File: config.mk
export PLATFORM = sky130hd
export DESIGN_NAME = id_stage_pipe_flat
export DESIGN_NICKNAME = d
export VERILOG_FILES = /design/src/rtl/id_stage_if.sv /design/src/rtl/id_stage_pipe.sv /design/src/flat_wrapper.sv
export SDC_FILE = /design/constraint.sdc
export NUM_CORES = 1
export LEC_CHECK = 0
export CORE_AREA = 5 5 132 134
export DETAILED_ROUTE_END_ITERATION = 10
export DIE_AREA = 0 0 137 139
export PLACE_DENSITY = 0.73
export SLEW_MARGIN = 5
export SYNTH_ARGS = -nofsm -noshare
export SYNTH_HDL_FRONTEND = slang
export SYNTH_SLANG_ARGS = --single-unit
File: constraint.sdc
create_clock -name clk -period 6.4 [get_ports clk]
set_input_delay 1.28 -clock clk [delete_from_list [all_inputs] [get_ports clk]]
set_output_delay 1.28 -clock clk [all_outputs]
set_load 0.005 [all_outputs]
File: src/rtl/id_stage_if.sv
// Handshake bundle between fetch, the RV32I decode stage and execute.
// The master side drives the fetch and execute inputs; the slave side is the decode stage.
interface id_stage_if #(
    parameter int XLEN   = 32,
    parameter int ADDR_W = 32,
    parameter int REG_AW = 5
);
    logic              in_valid;
    logic              in_ready;
    logic [31:0]       in_inst;
    logic [ADDR_W-1:0] in_pc;
    logic              flush;
    logic [REG_AW-1:0] rf_rd1_addr;
    logic [REG_AW-1:0] rf_rd2_addr;
    logic              out_valid;
    logic              out_ready;
    logic [31:0]       out_inst;
    logic [ADDR_W-1:0] out_pc;
    logic [REG_AW-1:0] out_rs1;
    logic [REG_AW-1:0] out_rs2;
    logic [REG_AW-1:0] out_rd;
    logic [XLEN-1:0]   out_imm;
    logic              out_mem_rd;
    logic              out_mem_wr;
    logic [11:0]       out_csr_addr;
    logic [XLEN-1:0]   out_csr_zimm;
    logic              out_illegal;

    modport master (
        output in_valid, in_inst, in_pc, flush, out_ready,
        input  in_ready, rf_rd1_addr, rf_rd2_addr, out_valid, out_inst, out_pc,
               out_rs1, out_rs2, out_rd, out_imm, out_mem_rd, out_mem_wr,
               out_csr_addr, out_csr_zimm, out_illegal
    );

    modport slave (
        input  in_valid, in_inst, in_pc, flush, out_ready,
        output in_ready, rf_rd1_addr, rf_rd2_addr, out_valid, out_inst, out_pc,
               out_rs1, out_rs2, out_rd, out_imm, out_mem_rd, out_mem_wr,
               out_csr_addr, out_csr_zimm, out_illegal
    );
endinterface

File: src/rtl/id_stage_pipe.sv
// Registered RV32I decode stage: field/immediate extraction, load-use bubble,
// flush, separate load/store flags, illegal detection and optional CSR decode.
module id_stage_pipe #(
    parameter int XLEN   = 32,
    parameter int ADDR_W = 32,
    parameter int REG_AW = 5,
    parameter int CSR_EN = 1
) (
    input logic        clk,
    input logic        rst,
    id_stage_if.slave  bus
);
    localparam logic [6:0] OPC_OP_IMM = 7'b0010011;
    localparam logic [6:0] OPC_OP     = 7'b0110011;
    localparam logic [6:0] OPC_LUI    = 7'b0110111;
    localparam logic [6:0] OPC_AUIPC  = 7'b0010111;
    localparam logic [6:0] OPC_JAL    = 7'b1101111;
    localparam logic [6:0] OPC_JALR   = 7'b1100111;
    localparam logic [6:0] OPC_BRANCH = 7'b1100011;
    localparam logic [6:0] OPC_STORE  = 7'b0100011;
    localparam logic [6:0] OPC_LOAD   = 7'b0000011;
    localparam logic [6:0] OPC_SYSTEM = 7'b1110011;

    typedef struct packed {
        logic [REG_AW-1:0] rs1;
        logic [REG_AW-1:0] rs2;
        logic [REG_AW-1:0] rd;
        logic [XLEN-1:0]   imm;
        logic              mem_rd;
        logic              mem_wr;
        logic [11:0]       csr_addr;
        logic [XLEN-1:0]   zimm;
        logic              illegal;
    } dec_t;

    logic [31:0]       inst_s;
    logic [6:0]        opc_s;
    logic [2:0]        f3_s;
    logic [6:0]        f7_s;
    logic [REG_AW-1:0] rs1_f_s, rs2_f_s, rd_f_s;
    logic [XLEN-1:0]   imm_i_s, imm_s_s, imm_b_s, imm_j_s, imm_u_s, shamt_s;
    dec_t              dec_s, fin_s;
    logic              legal_s, hazard_s, in_ready_s, accept_s;

    dec_t              out_r;
    logic              out_valid_r;
    logic [31:0]       out_inst_r;
    logic [ADDR_W-1:0] out_pc_r;

    assign inst_s  = bus.in_inst;
    assign opc_s   = inst_s[6:0];
    assign f3_s    = inst_s[14:12];
    assign f7_s    = inst_s[31:25];
    assign rs1_f_s = REG_AW'(inst_s[19:15]);
    assign rs2_f_s = REG_AW'(inst_s[24:20]);
    assign rd_f_s  = REG_AW'(inst_s[11:7]);

    assign imm_i_s = {{(XLEN-12){inst_s[31]}}, inst_s[31:20]};
    assign imm_s_s = {{(XLEN-12){inst_s[31]}}, inst_s[31:25], inst_s[11:7]};
    assign imm_b_s = {{(XLEN-13){inst_s[31]}}, inst_s[31], inst_s[7], inst_s[30:25], inst_s[11:8], 1'b0};
    assign imm_j_s = {{(XLEN-21){inst_s[31]}}, inst_s[31], inst_s[19:12], inst_s[20], inst_s[30:21], 1'b0};
    assign imm_u_s = XLEN'({inst_s[31:12], 12'h000});
    assign shamt_s = {{(XLEN-5){1'b0}}, inst_s[24:20]};

    // Raw field decode; only sources the opcode actually reads are populated
    always_comb begin
        dec_s   = '0;
        legal_s = 1'b1;
        case (opc_s)
            OPC_OP_IMM: begin
                dec_s.rs1 = rs1_f_s;
                dec_s.rd  = rd_f_s;
                if ((f3_s == 3'b001) || (f3_s == 3'b101)) begin
                    dec_s.imm = shamt_s;
                    legal_s   = (f7_s == 7'b0000000) || ((f3_s == 3'b101) && (f7_s == 7'b0100000));
                end else begin
                    dec_s.imm = imm_i_s;
                end
            end
            OPC_OP: begin
                dec_s.rs1 = rs1_f_s;
                dec_s.rs2 = rs2_f_s;
                dec_s.rd  = rd_f_s;
            end
            OPC_LUI, OPC_AUIPC: begin
                dec_s.rd  = rd_f_s;
                dec_s.imm = imm_u_s;
            end
            OPC_JAL: begin
                dec_s.rd  = rd_f_s;
                dec_s.imm = imm_j_s;
            end
            OPC_JALR: begin
                dec_s.rs1 = rs1_f_s;
                dec_s.rd  = rd_f_s;
                dec_s.imm = imm_i_s;
            end
            OPC_BRANCH: begin
                dec_s.rs1 = rs1_f_s;
                dec_s.rs2 = rs2_f_s;
                dec_s.imm = imm_b_s;
            end
            OPC_STORE: begin
                dec_s.rs1    = rs1_f_s;
                dec_s.rs2    = rs2_f_s;
                dec_s.imm    = imm_s_s;
                dec_s.mem_wr = 1'b1;
            end
            OPC_LOAD: begin
                dec_s.rs1    = rs1_f_s;
                dec_s.rd     = rd_f_s;
                dec_s.imm    = imm_i_s;
                dec_s.mem_rd = 1'b1;
            end
            OPC_SYSTEM: begin
                if (CSR_EN != 0) begin
                    case (f3_s)
                        3'b001, 3'b010, 3'b011: begin
                            dec_s.rs1      = rs1_f_s;
                            dec_s.rd       = rd_f_s;
                            dec_s.csr_addr = inst_s[31:20];
                        end
                        3'b101, 3'b110, 3'b111: begin
                            dec_s.rd       = rd_f_s;
                            dec_s.csr_addr = inst_s[31:20];
                            dec_s.zimm     = {{(XLEN-5){1'b0}}, inst_s[19:15]};
                        end
                        default: legal_s = 1'b0;
                    endcase
                end else begin
                    legal_s = 1'b0;
                end
            end
            default: legal_s = 1'b0;
        endcase
    end

    // Illegal encodings travel down the pipe with every decoded field cleared
    always_comb begin
        fin_s = dec_s;
        if (!legal_s) begin
            fin_s         = '0;
            fin_s.illegal = 1'b1;
        end else begin
            fin_s.illegal = 1'b0;
        end
    end

    // Zero sources are never populated against a nonzero out_rd, so they cannot stall
    assign hazard_s   = out_valid_r & out_r.mem_rd & (out_r.rd != '0) &
                        ((fin_s.rs1 == out_r.rd) | (fin_s.rs2 == out_r.rd));
    assign in_ready_s = ~rst & ~bus.flush & ~hazard_s & (~out_valid_r | bus.out_ready);
    assign accept_s   = bus.in_valid & in_ready_s;

    // ID/EX register: reset, then flush, then accept, then drain
    always_ff @(posedge clk) begin
        if (rst) begin
            out_valid_r <= 1'b0;
            out_inst_r  <= '0;
            out_pc_r    <= '0;
            out_r       <= '0;
        end else if (bus.flush) begin
            out_valid_r <= 1'b0;
        end else if (accept_s) begin
            out_valid_r <= 1'b1;
            out_inst_r  <= bus.in_inst;
            out_pc_r    <= bus.in_pc;
            out_r       <= fin_s;
        end else if (out_valid_r && bus.out_ready) begin
            out_valid_r <= 1'b0;
        end
    end

    assign bus.in_ready     = in_ready_s;
    assign bus.rf_rd1_addr  = fin_s.rs1;
    assign bus.rf_rd2_addr  = fin_s.rs2;
    assign bus.out_valid    = out_valid_r;
    assign bus.out_inst     = out_inst_r;
    assign bus.out_pc       = out_pc_r;
    assign bus.out_rs1      = out_r.rs1;
    assign bus.out_rs2      = out_r.rs2;
    assign bus.out_rd       = out_r.rd;
    assign bus.out_imm      = out_r.imm;
    assign bus.out_mem_rd   = out_r.mem_rd;
    assign bus.out_mem_wr   = out_r.mem_wr;
    assign bus.out_csr_addr = out_r.csr_addr;
    assign bus.out_csr_zimm = out_r.zimm;
    assign bus.out_illegal  = out_r.illegal;
endmodule

File: src/flat_wrapper.sv
// flat-port wrapper written by rule: the top's interface ports become plain ports
module id_stage_pipe_flat 
#(
    parameter int XLEN   = 32,
    parameter int ADDR_W = 32,
    parameter int REG_AW = 5,
    parameter int CSR_EN = 1
)
  (clk, rst, bus_in_valid, bus_in_inst, bus_in_pc, bus_flush, bus_out_ready, bus_in_ready, bus_rf_rd1_addr, bus_rf_rd2_addr, bus_out_valid, bus_out_inst, bus_out_pc, bus_out_rs1, bus_out_rs2, bus_out_rd, bus_out_imm, bus_out_mem_rd, bus_out_mem_wr, bus_out_csr_addr, bus_out_csr_zimm, bus_out_illegal);
  id_stage_if #(.XLEN(XLEN), .ADDR_W(ADDR_W), .REG_AW(REG_AW)) bus_i ();
  input logic clk;
  input logic rst;
  input wire logic [$bits(bus_i.in_valid)-1:0] bus_in_valid;
  input wire logic [$bits(bus_i.in_inst)-1:0] bus_in_inst;
  input wire logic [$bits(bus_i.in_pc)-1:0] bus_in_pc;
  input wire logic [$bits(bus_i.flush)-1:0] bus_flush;
  input wire logic [$bits(bus_i.out_ready)-1:0] bus_out_ready;
  output wire logic [$bits(bus_i.in_ready)-1:0] bus_in_ready;
  output wire logic [$bits(bus_i.rf_rd1_addr)-1:0] bus_rf_rd1_addr;
  output wire logic [$bits(bus_i.rf_rd2_addr)-1:0] bus_rf_rd2_addr;
  output wire logic [$bits(bus_i.out_valid)-1:0] bus_out_valid;
  output wire logic [$bits(bus_i.out_inst)-1:0] bus_out_inst;
  output wire logic [$bits(bus_i.out_pc)-1:0] bus_out_pc;
  output wire logic [$bits(bus_i.out_rs1)-1:0] bus_out_rs1;
  output wire logic [$bits(bus_i.out_rs2)-1:0] bus_out_rs2;
  output wire logic [$bits(bus_i.out_rd)-1:0] bus_out_rd;
  output wire logic [$bits(bus_i.out_imm)-1:0] bus_out_imm;
  output wire logic [$bits(bus_i.out_mem_rd)-1:0] bus_out_mem_rd;
  output wire logic [$bits(bus_i.out_mem_wr)-1:0] bus_out_mem_wr;
  output wire logic [$bits(bus_i.out_csr_addr)-1:0] bus_out_csr_addr;
  output wire logic [$bits(bus_i.out_csr_zimm)-1:0] bus_out_csr_zimm;
  output wire logic [$bits(bus_i.out_illegal)-1:0] bus_out_illegal;
  assign bus_i.in_valid = bus_in_valid;
  assign bus_i.in_inst = bus_in_inst;
  assign bus_i.in_pc = bus_in_pc;
  assign bus_i.flush = bus_flush;
  assign bus_i.out_ready = bus_out_ready;
  assign bus_in_ready = bus_i.in_ready;
  assign bus_rf_rd1_addr = bus_i.rf_rd1_addr;
  assign bus_rf_rd2_addr = bus_i.rf_rd2_addr;
  assign bus_out_valid = bus_i.out_valid;
  assign bus_out_inst = bus_i.out_inst;
  assign bus_out_pc = bus_i.out_pc;
  assign bus_out_rs1 = bus_i.out_rs1;
  assign bus_out_rs2 = bus_i.out_rs2;
  assign bus_out_rd = bus_i.out_rd;
  assign bus_out_imm = bus_i.out_imm;
  assign bus_out_mem_rd = bus_i.out_mem_rd;
  assign bus_out_mem_wr = bus_i.out_mem_wr;
  assign bus_out_csr_addr = bus_i.out_csr_addr;
  assign bus_out_csr_zimm = bus_i.out_csr_zimm;
  assign bus_out_illegal = bus_i.out_illegal;
  id_stage_pipe #(.XLEN(XLEN), .ADDR_W(ADDR_W), .REG_AW(REG_AW), .CSR_EN(CSR_EN)) u_core (.clk(clk), .rst(rst), .bus(bus_i));
endmodule
Word-level counts from Yosys, hierarchy flattened

Cells that the tools add are included.

Shifts and indexed selects: 0
Reduce and logical (&&, ||, !) cells: 18
Bitwise logic cells: 13
Equal/unequal tests: 19
Divide/modulo/power cells: 0
Magnitude comparators: 0
$add $sub $neg: 0
Mux-type cells: 19
$mul: 0

Operator list:

| kind               | count |
|---|---|
| $pmux 32 s6        | 1 |
| $mux 93            | 1 |
| $mux 44            | 1 |
| $mux 32            | 1 |
| $eq 7x6->1 const B | 4 |
| $eq 7x7->1 const B | 4 |
| $mux 5             | 4 |
| $pmux 5 s2         | 2 |
| $eq 7x5->1 const B | 2 |
| $mux 12            | 1 |
| $reduce_or 6->1    | 2 |
| $eq 5x5->1         | 2 |
| $eq 3x3->1 const B | 3 |
| $reduce_or 3->1    | 3 |
| $reduce_or 8->1    | 1 |
| $and 1x1->1        | 7 |
| $eq 7x2->1 const B | 1 |
| $logic_not 7->1    | 1 |
| $mux 1             | 7 |
| $reduce_or 7->1    | 1 |
| $eq 3x2->1 const B | 2 |
| $reduce_or 2->1    | 3 |
| $reduce_bool 5->1  | 1 |
| $not 1->1          | 4 |
| 7 further kinds    | 10 |

Output and inout bits: 170
Bits in writable memories: 0
Bits in latches: 0
Input bits: 69
Word-level logic and storage cells: 81
Register bits after elaboration: 159
Memories: 0
ROM bits: 0

Longest topological paths before layout

Depth after elaboration: 14
Mapped depth: 10

Least setup slack after synthesis

No wires, ideal clock.

Path kind: input port to output port
Start: input port bus_in_inst[25]
End: output port bus_in_ready
Arrival time: 2.754 ns
Path slack: 2.366 ns
Cell stages on the path: 6
Path buffers: 1
Cells stage by stage: or4_4 > o41ai_4 > a211oi_2 > o22ai_4 > clkbuf_1 > nor2_1

Word-level cells in the longest chain between the ends: 12

RTL lines:

| what                          | line                 | source |
|---|---|---|
| from (decl)                   | flat_wrapper.sv:14   | `input wire logic [$bits(bus_i.in_inst)-1:0] bus_in_inst;` |
| $eq 7x6->1                    | id_stage_pipe.sv:75  | `legal_s = (f7_s == 7'b0000000) \|\| ((f3_s == 3'b101) && (f7_s == 7'b0100000));` |
| $logic_and 1x1->1             | id_stage_pipe.sv:75  |  |
| $logic_or 1x1->1 (*)          | id_stage_pipe.sv:75  |  |
| $mux 1 (*)                    | id_stage_pipe.sv:73  | `if ((f3_s == 3'b001) \|\| (f3_s == 3'b101)) begin` |
| $pmux 1 s3 (*)                | id_stage_pipe.sv:69  | `case (opc_s)` |
| $mux 93 (*)                   | id_stage_pipe.sv:141 | `if (!legal_s) begin` |
| $eq 5x5->1                    | id_stage_pipe.sv:151 | `((fin_s.rs1 == out_r.rd) \| (fin_s.rs2 == out_r.rd));` |
| $or 1x1->1 (*)                | id_stage_pipe.sv:151 |  |
| $and 1x1->1 (*)               | id_stage_pipe.sv:150 | `assign hazard_s = out_valid_r & out_r.mem_rd & (out_r.rd != '0) &` |
| $not 1->1 (*)                 | id_stage_pipe.sv:152 | `assign in_ready_s = ~rst & ~bus.flush & ~hazard_s & (~out_valid_r \| bus.out_ready);` |
| $and 1x1->1 (*) (2 in series) | id_stage_pipe.sv:152 |  |
| to (decl)                     | flat_wrapper.sv:18   | `output wire logic [$bits(bus_i.in_ready)-1:0] bus_in_ready;` |

Mark *: on every way between the ends. The rest lies on a longest branch, timed or not.

Worst setup path after layout

Start: input port bus_in_inst[25]
End: output port bus_rf_rd1_addr[2]

Word-level cells in the longest chain between the ends: 6

RTL lines:

| what                 | line                 | source |
|---|---|---|
| $eq 7x6->1           | id_stage_pipe.sv:75  |  |
| $logic_and 1x1->1    | id_stage_pipe.sv:75  |  |
| $logic_or 1x1->1 (*) | id_stage_pipe.sv:75  |  |
| $mux 1 (*)           | id_stage_pipe.sv:73  |  |
| $pmux 1 s3 (*)       | id_stage_pipe.sv:69  |  |
| $mux 93 (*)          | id_stage_pipe.sv:141 |  |
| to (decl)            | flat_wrapper.sv:19   | `output wire logic [$bits(bus_i.rf_rd1_addr)-1:0] bus_rf_rd1_addr;` |

Marks and branches as above.

==> results_dict.tcl <==
set metrics [dict create \
    status "finished clean" \
    remaining_drc_errors 0 \
    clock-sinks 132 \
    nNetsFinal 936 \
    setup-tns-final_ps 0 \
    io_buffer_count 211 \
    routed-via-count 5828 \
    layout.cells.most_common "sky130_fd_sc_hd__clkdlybuf4s50_1" \
    post_synth.cell_area_avg_um2 9.01 \
    worstSetupStartpointType "primary input" \
    antenna_found_initial 0 \
    worst_r2r_path_depth 7 \
    min-delay-path-class "reg -> reg" \
    worstPathArrival_ps 4150 \
    synth-seq-area-share_pct 42.1 \
    post_drt_via_cell_ratio 5.30 \
    clk_root_buffer_cell "sky130_fd_sc_hd__clkbuf_16" \
    post_cts_resize_count 0 \
    slew_hr_pct 8.63 \
    r2r_endpoint "u_core.bus.out_imm[29]" \
    finalClockSkew_ps 11.9 \
    synthesis.yosys.warnings 0 \
    crit_required_ps 5120 \
    critical_path.max_fanout 6 \
    n_antenna_cell 0 \
    critical_path.endpoint_type "output port" \
    synth-async-reset-ratio_pct 0 \
    die_area_um2 19000 \
    final.fill_count 1485 \
    synth_cells 697 \
    htree_levels 4 \
    grt.met3_usage_pct 8.06 \
    post_cts_setup_inserts 0 \
    min_from "u_core.bus.out_inst[17]" \
    global_route.usage.total_pct 22.2 \
    count_of_cells_along_the_worst_hold_path 2 \
    placementRows 47 \
    static-leakage-power_nw 3.15 \
    worst_ir_drop_vdd_mv 0.197 \
    via_count_of_the_first_global_routing_pass 5740 \
    die_y_um 139 \
    final_weighted_congestion_of_routability_driven_global_placement 0.914 \
    top_level_ports 239 \
    slew_viol_final 0 \
    rsz0062_at_grt "no" \
    tightestPinTransition_ps 1360 \
    largest_net_degree_at_the_start_of_global_routing 75 \
    dp_hpwl_um 15000 \
    hold_buffers 0 \
    clock_insertion_delay_worst_skew_ps 420 \
    cts_made_buffers 17 \
    min_period_over_period_pct 84.8 \
    antenna_left 0 \
    standard_cell_area_after_detailed_placement_um2 8280 \
    report.power.total_mw 2.14 \
    global_route_wire_length_before_repair_um 33100 \
    layout_min_cycle_time_ps 5430 \
    globalRouteOverflowTotal 0 \
    drv_cap 0 \
    layout-drive-gt1-share_pct 10.9 \
    synth_edf_count 0 \
    report.final.hold_viol_count 0 \
    yosys_most_used_dff "sky130_fd_sc_hd__dfxtp_1" \
    globalRouteMet1Util_pct 28.0 \
    finish.instance_area_um2 8890 \
    r2r_start "u_core.bus.out_rd[3]" \
    path_clk_slew_ps 60 \
    finalWirelength_um 21600 \
    layout-area-overhead-vs-synth_pct 41.6 \
    whs_endpoint "u_core.bus.out_inst[17]" \
    clock_tree_from_tritoncts "yes" \
    layout.core_utilization_pct 55.0 \
    drt-wirelength-per-cell_um 19.7 \
    critPathKind "in -> out" \
    first_drt_iteration_drcs 442 \
    die_width_um 137 \
    floorplan.initialDensity_pct 38.8 \
    grtUsageMet2_pct 35.5 \
    busiest_metal_layer_after_global_routing "met2" \
    achievable-frequency_mhz 184 \
    cts-root-to-sink-buffers 2 \
    synth_cell_type_count 51 \
    rrSetupSlack_ps 3560 \
    ys_seq_elements 132 \
    core_area_um2 16200 \
    detail_route.first_pass.iterations 5 \
    layout.cells.most_common_list "sky130_fd_sc_hd__clkdlybuf4s50_1 (210), sky130_fd_sc_hd__dfxtp_1 (132), sky130_fd_sc_hd__nand2_1 (79), sky130_fd_sc_hd__o21ai_0 (68)" \
    finalSetupViolCount 0 \
    pwr_density_cell_nw_per_um2 241 \
    mappedNetlistArea_um2 6280 \
]
metal layers:
| metal | routed length [um] | part of all wire, % | up-vias |
|---|---|---|---|
| met3 | 2190 | 10 | 31 |
| met5 | 0 | 0 | - |
| met4 | 390 | 1.8 | 0 |
| met1 | 8980 | 42 | 2758 |
| li1 | - | - | 2741 |
| met2 | 10100 | 47 | 298 |
layout make-up:
type,count,area (um^2),share of cell area (%)
multi-input cells,490,3150,35.4
flip-flops and latches,132,2640,29.7
clock inverters,14,189,2.12
clock buffers,18,429,4.83
well taps,220,275,3.10
repair buffers,220,2190,24.6
inverters,6,22.5,0.253
logic make-up (layout without fill, tap and decap cells):
group | Yosys count | count (layout) | share of synthesized area (%)
DFF | 132 | 132 | 42.1
muxes | 49 | 49 | 11.2
other | 1 | 27 | 0.0597
AOI/OAI and AO/OA | 161 | 161 | 15.8
buffers and inverters | 101 | 258 | 9.48
and+or+nand+nor | 246 | 246 | 20.4
xor gates and xnor gates | 7 | 7 | 0.976
how the worst max path moves through the flow:
stage               startpoint                 end  slack, ps  cells after the start
5_1_grt        bus_in_inst[25]  bus_rf_rd1_addr[2]        860                      7
4_1_cts        bus_in_inst[25]  bus_rf_rd1_addr[0]       1000                      7
3_5_place_dp   bus_in_inst[25]  bus_rf_rd1_addr[0]        990                      7
2_1_floorplan  bus_in_inst[25]        bus_in_ready       2370                      6
6_report       bus_in_inst[25]  bus_rf_rd1_addr[2]        970                      7
3_3_place_gp   bus_in_inst[25]  bus_rf_rd1_addr[2]       1110                      7
synth_stat cells, drive strengths merged (4+ instances only):
cell type | count | area [um^2]
a21oi | 44 | 220
and3 | 6 | 37.5
nand3 | 39 | 195
nor3 | 8 | 45.0
a311oi | 11 | 96.3
nor2 | 20 | 77.6
mux2i | 7 | 70.1
dfxtp | 132 | 2640
o22ai | 4 | 38.8
and2 | 5 | 31.3
mux2 | 42 | 631
a211oi | 10 | 80.1
nand4 | 25 | 156
nand3b | 5 | 37.5
o21ai | 69 | 345
a22oi | 6 | 45.0
nor2b | 44 | 275
buf | 65 | 460
clkbuf | 30 | 113
xor2 | 7 | 61.3
inv | 6 | 22.5
nand2 | 79 | 297
or4 | 8 | 63.8
stage by stage:
step	setup WS, ps	instances	hold slack [ps]
after global placement	1110	1068	442
after detailed placement	995	1068	449
after global routing	861	1100	479
final	971	1100	457
after floorplan	2370	723	451
after CTS	1000	1100	460
state kept, by name (all words and copies together) (netlist names), 5 cells and up:
name and count:
u_core.bus.out_csr_addr 12, u_core.bus.out_csr_zimm 5, u_core.bus.out_imm 32, u_core.bus.out_inst 32, u_core.bus.out_pc 32, u_core.bus.out_rd 5, u_core.bus.out_rs1 5, u_core.bus.out_rs2 5
critical path: stages:
cell                              delay (ps)
sky130_fd_sc_hd__clkdlybuf4s50_1         510
sky130_fd_sc_hd__or4_4                   590
sky130_fd_sc_hd__o41ai_4                 280
sky130_fd_sc_hd__a211oi_2                200
sky130_fd_sc_hd__nor2_1                  500
sky130_fd_sc_hd__and2_1                  260
sky130_fd_sc_hd__clkdlybuf4s50_1         520
power breakdown:
group / internal [mW] / leakage (nW) / total (mW) / switching, mW
registers: 0.851 / 1.07 / 0.867 / 0.0159
logic: 0.130 / 1.78 / 0.249 / 0.119
clock network: 0.626 / 0.296 / 1.03 / 0.402
total: 1.61 / 3.15 / 2.14 / 0.537
(Power assumes the default switching activity.)
